[config.mk]
export PLATFORM = sky130hd
export DESIGN_NAME = window_filter_3x3
export DESIGN_NICKNAME = d
export VERILOG_FILES = /design/src/rtl/filter_pkg.sv /design/src/rtl/sat_clamp.sv /design/src/rtl/window_filter_3x3.sv
export SDC_FILE = /design/constraint.sdc
export NUM_CORES = 1
export LEC_CHECK = 0
export ABC_AREA = 0
export CORE_MARGIN = 2
export CORE_UTILIZATION = 65
export CTS_CLUSTER_DIAMETER = 200
export DETAILED_ROUTE_END_ITERATION = 10
export DONT_BUFFER_PORTS = 1
export PLACE_DENSITY_LB_ADDON = 0.1
export SYNTH_ARGS = -nofsm -noshare
export SYNTH_HDL_FRONTEND = slang
export SYNTH_SLANG_ARGS = --single-unit
[constraint.sdc]
create_clock -name clk -period 10.49 [get_ports clk]
set_clock_uncertainty 0.1 [all_clocks]
set_input_delay 1.5735 -clock clk [delete_from_list [all_inputs] [get_ports clk]]
set_output_delay 1.5735 -clock clk [all_outputs]
set_load 0.02 [all_outputs]
[src/rtl/filter_pkg.sv]
// filter_pkg: shared mode codes, window tap indices and box-scale constants
// for the 3x3 window filter.
package filter_pkg;
    localparam logic [2:0] MODE_PASS  = 3'd0;
    localparam logic [2:0] MODE_BOX   = 3'd1;
    localparam logic [2:0] MODE_GAUSS = 3'd2;
    localparam logic [2:0] MODE_SHARP = 3'd3;
    localparam logic [2:0] MODE_SOBEL = 3'd4;
    // Row-major tap order; tap k sits at bits [(8-k)*PIX_W +: PIX_W] of the window.
    localparam int T00 = 0;
    localparam int T01 = 1;
    localparam int T02 = 2;
    localparam int T10 = 3;
    localparam int T11 = 4;
    localparam int T12 = 5;
    localparam int T20 = 6;
    localparam int T21 = 7;
    localparam int T22 = 8;
    localparam int BOX_MUL   = 57;
    localparam int BOX_SHIFT = 9;
endpackage

[src/rtl/sat_clamp.sv]
// sat_clamp: clamps a signed value into the unsigned PIX_W-bit pixel range.
module sat_clamp #(
    parameter int IN_W  = 8,
    parameter int PIX_W = 4
) (
    input  logic signed [IN_W-1:0] val_i,
    output logic [PIX_W-1:0]       pix_o
);
    localparam logic signed [IN_W-1:0] PIX_MAX = IN_W'((1 << PIX_W) - 1);
    always_comb pix_o = val_i[IN_W-1] ? '0 : (val_i > PIX_MAX) ? '1 : val_i[PIX_W-1:0];
endmodule

[src/rtl/window_filter_3x3.sv]
// window_filter_3x3: three-stage 3x3 kernel filter (pass/box/Gaussian/sharpen/Sobel)
// with output raster coordinates and an end-of-frame pulse.
module window_filter_3x3
    import filter_pkg::*;
#(
    parameter int PIX_W = 4,
    parameter int IMG_W = 320,
    parameter int IMG_H = 240
) (
    input  logic               clk,
    input  logic               rst_n,
    input  logic [9*PIX_W-1:0] win_in,
    input  logic               win_valid,
    input  logic               sof_in,
    input  logic [2:0]         mode,
    output logic [PIX_W-1:0]   pix_out,
    output logic               pix_valid,
    output logic [8:0]         out_x,
    output logic [7:0]         out_y,
    output logic               eof_out
);
    localparam int RW = PIX_W + 2;
    localparam int AW = PIX_W + 3;
    localparam int SW = PIX_W + 4;
    localparam logic [8:0] X_MAX = 9'(IMG_W - 1);
    localparam logic [7:0] Y_MAX = 8'(IMG_H - 1);

    function automatic logic [RW-1:0] sum3(input logic [PIX_W-1:0] a, b, c);
        return RW'(a) + RW'(b) + RW'(c);
    endfunction

    function automatic logic [RW-1:0] w121(input logic [PIX_W-1:0] a, b, c);
        return RW'(a) + RW'({b, 1'b0}) + RW'(c);
    endfunction

    logic [PIX_W-1:0] p [9];
    logic [2:0]       mode_q, mode_d;
    logic             s1_v_q, s1_sof_q;
    logic [2:0]       s1_mode_q;
    logic [PIX_W-1:0] s1_c_q;
    logic [RW-1:0]    s1_row_q [3];
    logic [RW-1:0]    s1_wrow_q [3];
    logic [RW-1:0]    s1_lcol_q, s1_rcol_q;
    logic [AW-1:0]    s1_ctr5_q;
    logic [PIX_W:0]   s1_nv_q, s1_nh_q;

    always_comb begin
        for (int k = 0; k < 9; k++) p[k] = win_in[(8-k)*PIX_W +: PIX_W];
    end

    // The sof window already uses the freshly sampled mode.
    assign mode_d = (win_valid && sof_in) ? mode : mode_q;

    always_ff @(posedge clk or negedge rst_n) begin
        if (!rst_n) begin
            mode_q    <= MODE_PASS;
            s1_v_q    <= 1'b0;
            s1_sof_q  <= 1'b0;
            s1_mode_q <= MODE_PASS;
            s1_c_q    <= '0;
            s1_row_q  <= '{default: '0};
            s1_wrow_q <= '{default: '0};
            s1_lcol_q <= '0;
            s1_rcol_q <= '0;
            s1_ctr5_q <= '0;
            s1_nv_q   <= '0;
            s1_nh_q   <= '0;
        end else begin
            mode_q    <= mode_d;
            s1_v_q    <= win_valid;
            s1_sof_q  <= win_valid && sof_in;
            s1_mode_q <= mode_d;
            s1_c_q    <= p[T11];
            for (int r = 0; r < 3; r++) begin
                s1_row_q[r]  <= sum3(p[3*r], p[3*r+1], p[3*r+2]);
                s1_wrow_q[r] <= w121(p[3*r], p[3*r+1], p[3*r+2]);
            end
            s1_lcol_q <= w121(p[T00], p[T10], p[T20]);
            s1_rcol_q <= w121(p[T02], p[T12], p[T22]);
            s1_ctr5_q <= AW'({p[T11], 2'b00}) + AW'(p[T11]);
            s1_nv_q   <= (PIX_W+1)'(p[T01]) + (PIX_W+1)'(p[T21]);
            s1_nh_q   <= (PIX_W+1)'(p[T10]) + (PIX_W+1)'(p[T12]);
        end
    end

    logic signed [RW:0] gx, gy;
    logic [RW:0]        ax, ay;
    logic               s2_v_q, s2_sof_q;
    logic [2:0]         s2_mode_q;
    logic [PIX_W-1:0]   s2_c_q;
    logic [SW-1:0]      s2_box_q, s2_gau_q, s2_sob_q;
    logic signed [SW-1:0] s2_shp_q;

    // Sobel reuses the 1-2-1 top/bottom rows as the gy terms.
    always_comb begin
        gx = $signed({1'b0, s1_rcol_q}) - $signed({1'b0, s1_lcol_q});
        gy = $signed({1'b0, s1_wrow_q[2]}) - $signed({1'b0, s1_wrow_q[0]});
        ax = gx[RW] ? -gx : gx;
        ay = gy[RW] ? -gy : gy;
    end

    always_ff @(posedge clk or negedge rst_n) begin
        if (!rst_n) begin
            s2_v_q    <= 1'b0;
            s2_sof_q  <= 1'b0;
            s2_mode_q <= MODE_PASS;
            s2_c_q    <= '0;
            s2_box_q  <= '0;
            s2_gau_q  <= '0;
            s2_shp_q  <= '0;
            s2_sob_q  <= '0;
        end else begin
            s2_v_q    <= s1_v_q;
            s2_sof_q  <= s1_sof_q;
            s2_mode_q <= s1_mode_q;
            s2_c_q    <= s1_c_q;
            s2_box_q  <= SW'(s1_row_q[0]) + SW'(s1_row_q[1]) + SW'(s1_row_q[2]);
            s2_gau_q  <= SW'(s1_wrow_q[0]) + SW'({s1_wrow_q[1], 1'b0}) + SW'(s1_wrow_q[2]);
            s2_shp_q  <= SW'(s1_ctr5_q) - SW'(s1_nv_q) - SW'(s1_nh_q);
            s2_sob_q  <= SW'(ax) + SW'(ay);
        end
    end

    logic [SW+5:0]    box_prod;
    logic [PIX_W-1:0] shp_pix, sob_pix, res;
    logic             wrap;
    logic [8:0]       x_d, out_x_q;
    logic [7:0]       y_d, out_y_q;
    logic [PIX_W-1:0] pix_q;
    logic             pix_valid_q, eof_q;

    sat_clamp #(.IN_W(SW), .PIX_W(PIX_W)) u_sharp (.val_i(s2_shp_q), .pix_o(shp_pix));
    sat_clamp #(.IN_W(SW), .PIX_W(PIX_W)) u_sobel (.val_i($signed(s2_sob_q)), .pix_o(sob_pix));

    always_comb begin
        box_prod = (SW+6)'(s2_box_q) * (SW+6)'(BOX_MUL);
        res = s2_mode_q == MODE_BOX   ? PIX_W'(box_prod >> BOX_SHIFT)
            : s2_mode_q == MODE_GAUSS ? PIX_W'(s2_gau_q >> 4)
            : s2_mode_q == MODE_SHARP ? shp_pix
            : s2_mode_q == MODE_SOBEL ? sob_pix
            : s2_c_q;
        wrap = out_x_q == X_MAX;
        x_d  = (s2_sof_q || wrap) ? '0 : out_x_q + 9'd1;
        y_d  = s2_sof_q ? '0 : !wrap ? out_y_q : (out_y_q == Y_MAX) ? '0 : out_y_q + 8'd1;
    end

    always_ff @(posedge clk or negedge rst_n) begin
        if (!rst_n) begin
            pix_q       <= '0;
            pix_valid_q <= 1'b0;
            out_x_q     <= '0;
            out_y_q     <= '0;
            eof_q       <= 1'b0;
        end else begin
            pix_valid_q <= s2_v_q;
            eof_q       <= s2_v_q && x_d == X_MAX && y_d == Y_MAX;
            if (s2_v_q) begin
                pix_q   <= res;
                out_x_q <= x_d;
                out_y_q <= y_d;
            end
        end
    end

    assign pix_out   = pix_q;
    assign pix_valid = pix_valid_q;
    assign out_x     = out_x_q;
    assign out_y     = out_y_q;
    assign eof_out   = eof_q;
endmodule

==> reports/results.txt, run 1 <==
H-tree depth = 4
Hold WS = 0.2461 ns
Max_cap viols = 0
# nets final = 1025
Outcome = completed
ANT cells = 0
Site Rows = 42
Routed WL = 16940 µm
Gr ovfl total = 0
Clk sinks = 131
First-pass GRT wire length = 29190 µm
Main combinational cell family by area after synthesis = adder cells
DRT antenna net count = 0
Placed cell area = 9010 µm²
Vias in the first global route = 6148
Max VDD drop = 218.2 µV
Kind of critical path = reg -> reg
Count leader, synth = dfrtp_1
Worst endpoint required time = 10.65 ns
Slew Limit Fails = 0
Max Fclk = 0.2692 GHz
Worst-path fanout max = 4
Setup-failing EPs final = 0
HPWL Detailed = 13470 µm
Hold Violations, Final = 0
Drt wl/cell = 16.98 µm
Distinct cells, synth = 54
Clock Latency Late Sink = 0.42 ns
Synth top area share = 0.3713
Top post-synthesis cells by area = dfrtp_1 37%, fa_1 15%, ha_1 15%, xnor2_1 5.5%, inv_1 5.2%
Layout cell share with drive strength beyond 1 = 0.05961
Setup repair bufs after CTS = 0
# port buffers = 0
Crit share post-route = 0.3542
Vias = 5647
DRC Markers = 0
Slowest CP cell = a211oi_1
Xor/xnor cell area share of the yosys netlist = 0.06052
Post-Syn Instances = 799
Chip Width = 120.5 µm
Clock Root Buffer = clkbuf_16
Crit. End Element = flip-flop
Hold_buf cts = 0
Die H = 120.5 µm
Commonest cells post-synth = 131 x dfrtp_1, 123 x inv_1, 105 x ha_1
CTS max path bufs = 2
Adder-cell area share of the yosys netlist = 0.3030
HP Class = reg -> reg
Crit-path max cell delay = 0.52 ns
Top cell type by total area after synthesis = dfrtp_1
Relative slew margins = 0.5174
1st-pass router iterations = 6
Total track usage = 0.2611
DRT iter0 DRCs = 301
Synth Area in Compound Gates = 0.1087
Unrepaired setup endpoints after global routing = no
Post-Syn Area per Cell = 11.05 µm²
Warnings from Yosys = 0
Largest net degree at the start of global routing = 132
Final instance area = 9579 µm²
Via/cell ratio = 5.658
Least-Margin Pin Slew = 0.7239 ns
Post-Synth Simple-Gate Area = 0.09127
CTS tree = built
Initial core utilization = 0.6667
Register area share after synthesis = 0.3713
Clk slew on worst S/H paths = 0.06 ns
DIE AREA = 14530 µm²
Startpoint Class = flip-flop
Cells along the critical path = inv_1 > fa_1 > inv_1 > fa_1 > ha_1 > ha_1 > a21o_1 > a211oi_1 > o21ai_0 > xnor2_1 > a31oi_1
Post-synth ARST share = 1.000
Setup_tns = 0 ns
Post-Syn Area = 8828 µm²
Flops & latches, synth = 131
Top FF cell, synth = dfrtp_1
Mux cell area share after synthesis = 0.008503
Number of enable flip-flop cells after synthesis = 0
Fin crit period = 3.715 ns
RePlAce Congestion = 0.8967
Gates resized, CTS repair = 0
Syn Nets = 1015
Synthesis-to-layout area growth = 8.503%
Power per cell area = 318.8 nW/µm²
Initial antenna violation count = 0
Critical path arrival = 3.87 ns
Filler cells = 918
Area of the core = 13240 µm²
Leakage power = 4.599 nW
IO Pins = 66
Clock buffer count from CTS = 17
## worst paths after layout
check / start / endpoint / slack (ns) / cells after the start
min in group asynchronous: rst_n / out_y[2]$_DFFE_PN0P_ / 0.74 / 0
max reg2reg: s2_box_q[4]$_DFF_PN0_ / pix_out[2]$_DFFE_PN0P_ / 6.77 / 11
min: s1_c_q[3]$_DFF_PN0_ / s2_c_q[3]$_DFF_PN0_ / 0.25 / 0
max: s2_box_q[4]$_DFF_PN0_ / pix_out[2]$_DFFE_PN0P_ / 6.77 / 11
min reg2reg: s1_c_q[3]$_DFF_PN0_ / s2_c_q[3]$_DFF_PN0_ / 0.25 / 0
max in group asynchronous: rst_n / s1_ctr5_q[3]$_DFF_PN0_ / 9.33 / 0
## layout by cell type, fill, tap and decap left out, types with 3 or more instances in the layout
cell and instances:
dfrtp_1 131, inv_1 123, ha_1 105, fa_1 68, xnor2_1 55, a21oi_1 42, o21ai_0 28, nor2_1 26
nor2b_1 25, nand2_1 24, a21o_1 18, nand2b_1 17, clkbuf_16 17, nand3_1 13, o21a_1 13, o2bb2ai_1 9
o21ai_1 7, xor2_1 6, and3_1 6, a31o_2 5, nor3_1 5, a31oi_1 5, inv_6 5, nand4_1 4
o31ai_1 4, mux2_2 4, clkinvlp_4 4, nor4b_1 3, o21bai_1 3, nor3b_1 3, a211oi_1 3, or3_1 3
mux2i_1 3
## sequential cells by signal (all words and copies together), names as in the netlist, 2 cells and up
name	flops
s1_ctr5_q	7
out_x	9
s2_mode_q	3
s1_nv_q	5
s2_gau_q	4
s2_shp_q	8
s2_c_q	4
s1_wrow_q	17
s1_c_q	2
s1_nh_q	5
s1_lcol_q	6
pix_out	4
s2_sob_q	8
s1_row_q	18
s2_box_q	8
s1_rcol_q	6
out_y	8
s1_mode_q	3
## where the power goes
part | switching [mW] | internal, mW
clock network | 0.226 | 0.335
logic | 0.906 | 0.829
registers | 0.106 | 0.650
total | 1.24 | 1.81
## worst max-delay path: cells and delay by family (launching register included)
family          cells  cell delay (ns)
compound gates      4             1.02
xor+xnor            1             0.19
flops               1             0.44
buf+inv             2             0.16
fa+ha+maj           4             1.65
## per-layer routing
layer | track usage | vias to the layer above | routed length, µm
met1 | 0.3115 | 2781 | 6742
li1 | - | 2683 | -
met2 | 0.4523 | 148 | 8802
met4 | 0.08794 | 0 | 414
met3 | 0.07783 | 35 | 982
met5 | 0 | - | 0
## area by class of cell
| class | instances | area (µm²) | area share |
|---|---|---|---|
| clock buffer | 19 | 442.9 | 0.04624 |
| multi-input combinational | 536 | 5050 | 0.5272 |
| clock inverter | 13 | 126.4 | 0.01319 |
| sequential | 131 | 3278 | 0.3422 |
| tap | 176 | 220.2 | 0.02299 |
| inverter | 123 | 461.7 | 0.04820 |
## kinds of logic after synthesis
logic type                 after synthesis
adders and majority gates              173
xor gates and xnor gates                61
buffers and inverters                  132
AOI/OAI and AO/OA                      150
muxes                                    7
and+or+nand+nor                        145
DFF                                    131
## stage by stage
| stage | worst slack [ns] | total power, mW | utilization | cells |
|---|---|---|---|---|
| floorplan | 7.186 | 2.106 | - | 799 |
| global placement | 7.015 | 2.381 | 0.6804 | 966 |
| detailed placement | 6.802 | 2.496 | 0.6804 | 966 |
| CTS | 6.780 | 3.077 | 0.7234 | 998 |
| global route | 6.528 | 3.346 | 0.7234 | 998 |
| finish | 6.775 | 3.054 | 0.7234 | 998 |
No activity file was read; power rests on OpenSTA's default activity.
==> run 2: changes to the inputs <==
--- a/config.mk
+++ b/config.mk
@@ -5,7 +5,7 @@
 export SDC_FILE = /design/constraint.sdc
 export NUM_CORES = 1
 export LEC_CHECK = 0
-export ABC_AREA = 0
+export ABC_AREA = 1
 export CORE_MARGIN = 2
 export CORE_UTILIZATION = 65
 export CTS_CLUSTER_DIAMETER = 200
==> constraint.sdc (replaced) <==
create_clock -name clk -period 3.7 [get_ports clk]
set_clock_uncertainty 0.1 [all_clocks]
set_input_delay 0.555 -clock clk [delete_from_list [all_inputs] [get_ports clk]]
set_output_delay 0.555 -clock clk [all_outputs]
set_load 0.02 [all_outputs]
==> run 2 against run 1 <==
Against the previous run:
- the run now ends with negative hold slack left
- fmax rose by 13%
- hold slack got worse by 0.29 ns
- highest routed layer unchanged
- global-route usage rose by 1.5 points
==> reports/results.txt, run 2 <==
Number of enable flip-flop cells after synthesis = 0 (unchanged)
Layout cell share with drive strength beyond 1 = 0.05927 (-0.0003435)
Synth top area share = 0.3705 (-0.0007877)
Total Power = 8.500 mW (+180%)
Unrepaired setup endpoints after global routing = no
HPWL Detailed = 14200 µm (+5.4%)
Max_cap viols = 0 (unchanged)
Top Layer Used = met4
Outcome = finished, violations left
Top cell type by total area after synthesis = dfrtp_1
Largest net degree at the start of global routing = 132 (unchanged)
Most common cell after layout, fill and taps aside = inv_1
HP Class = in -> async
DIE AREA = 14560 µm² (+0.21%)
Max Fclk = 0.3033 GHz (+13%)
H-tree depth = 4 (unchanged)
Cells along the critical path = inv_1 > fa_1 > inv_1 > fa_1 > ha_1 > ha_1 > nand2_1 > o21ai_0 > nand4_1 > nand3_1 > nand2_1 > o21ai_0 > nand2_1 > nand2_1
Warnings from Yosys = 0 (unchanged)
Power per cell area = 881.1 nW/µm² (+180%)
Top post-synthesis cells by area = dfrtp_1 37%, fa_1 15%, ha_1 15%, inv_1 7.0%, nand2_1 6.0%
Leakage power = 4.917 nW (+6.9%)
Kind of critical path = reg -> reg
Setup repair bufs after CTS = 0 (unchanged)
DRT iter0 DRCs = 407 (+35%)
Post-Syn Area per Cell = 9.841 µm² (-11%)
Post-Syn Area = 8847 µm² (+0.21%)
Wire length on met3 = 963 µm (-1.9%)
RePlAce Congestion = 0.8297 (-7.5%)
Initial antenna violation count = 0 (unchanged)
Clock Root Buffer = clkbuf_16
Initial core utilization = 0.6681 (+0.001417)
Register area share after synthesis = 0.3705 (-0.0007877)
Sw frac = 0.4355 (+0.02961)
Chip Width = 120.7 µm (+0.10%)
Relative slew margins = 0.4910 (-0.02637)
Gr ovfl total = 0 (unchanged)
Count leader, synth = inv_1
Via/cell ratio = 5.408 (-4.4%)
Sequential power share = 0.249 (about the same)
Clk sinks = 131 (unchanged)
# nets final = 1132 (+10%)
Dpl ws = 0.4133 ns (-6.388 ns)
# port buffers = 0 (unchanged)
Clock buffer count from CTS = 17 (unchanged)
Post-Syn Instances = 899 (+13%)
Most frequent cells in the layout = 164 x inv_1, 142 x nand2_1, 131 x dfrtp_1, 105 x ha_1, 68 x fa_1
CTS max path bufs = 2 (unchanged)
Clock Latency Late Sink = 0.42 ns (about the same)
Crit. End Element = flip-flop
Part of the power in the clock network = 0.185 (about the same)
Vias = 5970 (+5.7%)
Fin crit period = 3.297 ns (-0.4184 ns)
Slowest CP cell = fa_1
CTS tree = built
Setup-failing EPs final = 0 (unchanged)
Crit path top cell by count = nand2_1
Max reg flops = 18 (unchanged)
Routed WL = 18090 µm (+6.8%)
Syn Nets = 1115 (+9.9%)
Most flops, register = s1_row_q
Startpoint Class = flip-flop
Area of the core = 13240 µm² (unchanged)
Met1 Routed Length = 7426 µm (+10%)
Die H = 120.7 µm (+0.10%)
Worst endpoint required time = 3.96 ns (-6.69 ns)
Top FF cell, synth = dfrtp_1
Max VDD drop = 687.0 µV (+210%)
Hold WS = -0.04210 ns (-0.2883 ns)
Critical path arrival = 3.56 ns (-0.31 ns)
DRC Markers = 0 (unchanged)
Comb power frac = 0.566 (-0.002)
Total track usage = 0.2764 (+0.01532)
Distinct cells, synth = 35 (-35%)
1st-pass router iterations = 5 (-1)
Slew Limit Fails = 0 (unchanged)
DRT antenna net count = 0 (unchanged)
First-pass GRT wire length = 30770 µm (+5.4%)
Worst-path fanout max = 3 (-1)
Site Rows = 42 (unchanged)
Final setup margin = 0.4032 ns (-6.372 ns)
Clk slew on worst S/H paths = 0.06 ns (about the same)
IO Pins = 66 (unchanged)
Flops & latches, synth = 131 (unchanged)
Crit-path max cell delay = 0.54 ns (+0.02 ns)
Violated checks = negative hold slack
Post-synth ARST share = 1.000 (unchanged)
Commonest cells post-synth = 164 x inv_1, 142 x nand2_1, 131 x dfrtp_1
ANT cells = 0 (unchanged)
Setup_tns = 0 ns (unchanged)
Drt wl/cell = 16.39 µm (-3.5%)
Least-Margin Pin Slew = 0.7635 ns (+0.03956 ns)
Hold Violations, Final = 16 (+16)
Crit share post-route = 0.8910 (+0.5369)
Metal2 WL = 9333 µm (+6.0%)
Sw power = 3.701 mW (+200%)
Vias in the first global route = 6448 (+4.9%)
Int Power = 4.798 mW (+160%)
Synthesis-to-layout area growth = 9.037%
run 2: worst max-delay path: cells and delay by family (launching register included):
family / cells / cell delay, ns
flip-flops: 1 / 0.39
adder cells (fa/ha/maj): 4 / 1.60
buffers and inverters: 2 / 0.16
AO/OA/AOI/OAI: 2 / 0.47
AND/OR/NAND/NOR: 6 / 0.52
run 2: metal layers:
metal  up-vias  GRT usage
li1       2893          -
met1      2891     0.3385
met2       160     0.4827
met3        26    0.06792
met4         0    0.08794
met5         -          0
run 2: cell families (layout without fill, tap and decap cells):
family | after synthesis | count (layout) | synth area share
adders and majority gates | 173 | 173 | 0.3024
xor gates and xnor gates | 59 | 59 | 0.05841
and+or+nand+nor | 244 | 244 | 0.1213
DFF | 131 | 131 | 0.3705
buffers and inverters | 171 | 200 | 0.07255
AOI/OAI and AO/OA | 121 | 121 | 0.07482
run 2: path summary, 6_finish.rpt:
check,slack [ns],cells after the start,from,end
setup / recovery,0.40,14,s2_box_q[3]$_DFF_PN0_,pix_out[3]$_DFFE_PN0P_
hold / removal,-0.04,1,rst_n,out_x[0]$_DFFE_PN0P_
setup reg to reg,0.40,14,s2_box_q[3]$_DFF_PN0_,pix_out[3]$_DFFE_PN0P_
hold reg to reg,0.25,0,s1_v_q$_DFF_PN0_,s2_v_q$_DFF_PN0_
max in group asynchronous,2.98,1,rst_n,s2_sob_q[5]$_DFF_PN0_
min in group clk,0.06,0,win_valid,s1_v_q$_DFF_PN0_
run 2: per-stage QoR:
stage	std cells	area, µm²	utilization
after floorplan	899	8847	-
after global placement	1072	9056	0.6839
after detailed placement	1072	9056	0.6839
after CTS	1104	9647	0.7285
after global routing	1104	9647	0.7285
final	1104	9647	0.7285
run 2: area by class of cell:
class                           instances  area, µm²
Clock buffer                           20      456.7
Clock inverter                         11      106.4
Fill cell                            1021       3596
Inverter                              168      630.6
Multi-Input combinational cell        597       4927
Sequential cell                       131       3278
Tap cell                              176      220.2
Timing Repair Buffer                    1      27.53
run 2: power groups by stage:
stage                     logic (mW)  registers (mW)  clock network (mW)
after floorplan                 3.68            2.07                   0
after global placement          4.45            2.13                   0
after detailed placement        4.70            2.15                   0
after CTS                       4.80            2.12                1.59
after global routing            5.58            2.16                1.65
final                           4.81            2.12                1.57
run 2: timing repair:
| action | CTS | global route |
|---|---|---|
| hold buffers | 1 | 0 |
| resized for setup | 0 | 0 |
| hold endpoints to repair | 131 | 0 |
==> run 3: changes to the inputs <==
--- a/config.mk
+++ b/config.mk
@@ -8,6 +8,7 @@
 export ABC_AREA = 1
 export CORE_MARGIN = 2
 export CORE_UTILIZATION = 65
+export CTS_BUF_LIST = sky130_fd_sc_hd__clkbuf_8 sky130_fd_sc_hd__clkbuf_16
 export CTS_CLUSTER_DIAMETER = 200
 export DETAILED_ROUTE_END_ITERATION = 10
 export DONT_BUFFER_PORTS = 1
==> run 3 against run 2 <==
Against the previous run:
- the run still ends with negative hold slack left
- sequential share of layout area unchanged
- setup slack got worse by 0.017 ns
- clock-buffer cell count is 1 lower
- final cell count stayed put
- global-route usage stayed put
- sequential power about the same
- register-to-register slack lost 0.02 ns
- fmax down 0.50%
- wire length is essentially flat
- core utilization did not move
- final area stayed put
- via count is 0.15% higher
- largest cell class unchanged
- largest power group unchanged
==> reports/results.txt, run 3 (synthesis gave the netlist of run 2 again) <==
Outcome = finished, violations left
Violated checks = negative hold slack
Power per cell area = 881.0 nW/µm² (about the same)
CP Buf/Inv Count = 2 (unchanged)
Sw power = 3.703 mW (about the same)
Int Power = 4.796 mW (about the same)
Total track usage = 0.2764 (unchanged)
Initial core utilization = 0.6681 (unchanged)
Layout cell share with drive strength beyond 1 = 0.05927 (unchanged)
Max VDD drop = 688.2 µV (+0.17%)
CTS max path bufs = 2 (unchanged)
Max reg flops = 18 (unchanged)
Least-Margin Pin Slew = 0.7480 ns (-0.01549 ns)
H-tree depth = 4 (unchanged)
Worst reg-to-reg path cell count = 14 (unchanged)
Setup-failing EPs final = 0 (unchanged)
Clk slew on worst S/H paths = 0.06 ns (about the same)
Slew Limit Fails = 0 (unchanged)
Synthesis-to-layout area growth = 9.037% (unchanged)
1st-pass router iterations = 5 (unchanged)
Crit. Startpoint = s2_box_q[3]$_DFF_PN0_
RePlAce Congestion = 0.8297 (unchanged)
Kind of critical path = reg -> reg
Initial antenna violation count = 0 (unchanged)
Final instance area = 9647 µm² (unchanged)
Max Fclk = 0.3018 GHz (-0.50%)
Crit-path max cell delay = 0.54 ns (about the same)
Unrepaired setup endpoints after global routing = no
HPWL Detailed = 14200 µm (unchanged)
Most frequent cells in the layout = 165 x inv_1, 142 x nand2_1, 131 x dfrtp_1, 105 x ha_1, 68 x fa_1
DRT iter0 DRCs = 407 (unchanged)
Gr ovfl total = 0 (unchanged)
Area of the core = 13240 µm² (unchanged)
Vias in the first global route = 6448 (unchanged)
Top Family by Delay on Critical Path = adder cells
Most common cell after layout, fill and taps aside = inv_1
Leakage power = 4.921 nW (about the same)
Worst-path fanout max = 3 (unchanged)
Critical path arrival = 3.57 ns (about the same)
Sequential power share = 0.249 (about the same)
Finished Layout Cells = 1104 (unchanged)
Vias = 5979 (+0.15%)
Total Power = 8.499 mW (about the same)
Placed Cells = 1072 (unchanged)
Slowest CP cell = fa_1
ANT cells = 0 (unchanged)
Reg2Reg Launch Point = s2_box_q[3]$_DFF_PN0_
Relative slew margins = 0.5013 (+0.01032)
Clock Root Buffer = clkbuf_16
# port buffers = 0 (unchanged)
Largest net degree at the start of global routing = 132 (unchanged)
Most flops, register = s1_row_q
DRC Markers = 0 (unchanged)
Clock buffer count from CTS = 17 (unchanged)
Drt wl/cell = 16.39 µm (about the same)
Levels on crit path = 14 (unchanged)
Startpoint Class = flip-flop
Routed WL = 18090 µm (about the same)
Die H = 120.7 µm (unchanged)
Sw frac = 0.4357 (about the same)
Placed cell area = 9056 µm² (unchanged)
Max_cap viols = 0 (unchanged)
Worst endpoint required time = 3.96 ns (about the same)
Hold Violations, Final = 16 (unchanged)
HP Class = in -> async
Filler cells = 1021 (unchanged)
Hold WS = -0.04214 ns (-0.00003910 ns)
DIE AREA = 14560 µm² (unchanged)
Cells along the critical path = inv_1 > fa_1 > inv_1 > fa_1 > ha_1 > ha_1 > nand2_1 > o21ai_0 > nand4_1 > nand3_1 > nand2_1 > o21ai_0 > nand2_1 > nand2_1
Chip Width = 120.7 µm (unchanged)
Clock Latency Late Sink = 0.42 ns (about the same)
Site Rows = 42 (unchanged)
# nets final = 1132 (unchanged)
IO Pins = 66 (unchanged)
Gates resized, CTS repair = 0 (unchanged)
Clk sinks = 131 (unchanged)
Fin crit period = 3.313 ns (+0.01654 ns)
Part of the power in the clock network = 0.185 (about the same)
Crit path top cell by count = nand2_1
Via/cell ratio = 5.416 (+0.15%)
CTS tree = built
Crit. End Element = flip-flop
Crit share post-route = 0.8955 (+0.004470)
Setup_tns = 0 ns (unchanged)
DRT antenna net count = 0 (unchanged)
Comb power frac = 0.566 (about the same)
Post-layout util = 0.7285 (unchanged)
First-pass GRT wire length = 30770 µm (unchanged)
## run 3: changes by cell type in the layout (fill, tap and decap cells not counted), sizes merged
| cell | delta |
|---|---|
| inv | +1 |
| clkbuf | -1 |
## run 3: final cells by class
type / count / area, µm² / area share
clock inverter: 12 / 110.1 / 0.01141
inverter: 168 / 630.6 / 0.06537
tap: 176 / 220.2 / 0.02283
timing repair buffer: 1 / 27.53 / 0.002853
sequential: 131 / 3278 / 0.3398
clock buffer: 19 / 452.9 / 0.04695
multi-input combinational: 597 / 4927 / 0.5108
## run 3: worst paths after layout
check / to / slack, ns
max: pix_out[3]$_DFFE_PN0P_ / 0.39
min: out_x[0]$_DFFE_PN0P_ / -0.04
max reg2reg: pix_out[3]$_DFFE_PN0P_ / 0.39
min reg2reg: s2_v_q$_DFF_PN0_ / 0.25
max in group asynchronous: s2_sob_q[5]$_DFF_PN0_ / 2.98
min in group clk: s1_v_q$_DFF_PN0_ / 0.06
## run 3: through the flow
stage / setup slack [ns] / hold slack [ns]
2_1_floorplan: 0.6703 / 0.1594
3_3_place_gp: 0.5052 / 0.1642
3_5_place_dp: 0.4133 / 0.1644
4_1_cts: 0.3950 / 0.03658
5_1_grt: 0.08930 / 0.04051
6_report: 0.3867 / -0.04214
## run 3: power by group through the flow
stage / Combinational, mW / Sequential, mW / Clock [mW]
after global routing: 5.58 / 2.16 / 1.65
final: 4.81 / 2.12 / 1.57
after global placement: 4.45 / 2.13 / 0
after CTS: 4.80 / 2.12 / 1.59
after detailed placement: 4.70 / 2.15 / 0
after floorplan: 3.68 / 2.07 / 0
## run 3: repair_timing
action | in CTS | in global routing
hold endpoints to repair | 131 | 0
buffers inserted | 0 | 0
endpoints found under the setup margin | 0 | 0
hold buffers | 1 | 0
## run 3: per-layer routing
layer | global-route usage | share of wire | vias to the layer above | routed length (µm)
met2 | 0.4827 | 0.52 | 163 | 9330
met1 | 0.3385 | 0.41 | 2898 | 7427
met5 | 0 | 0 | - | 0
li1 | - | - | 2892 | -
met4 | 0.08794 | 0.020 | 0 | 368
met3 | 0.06792 | 0.053 | 26 | 967
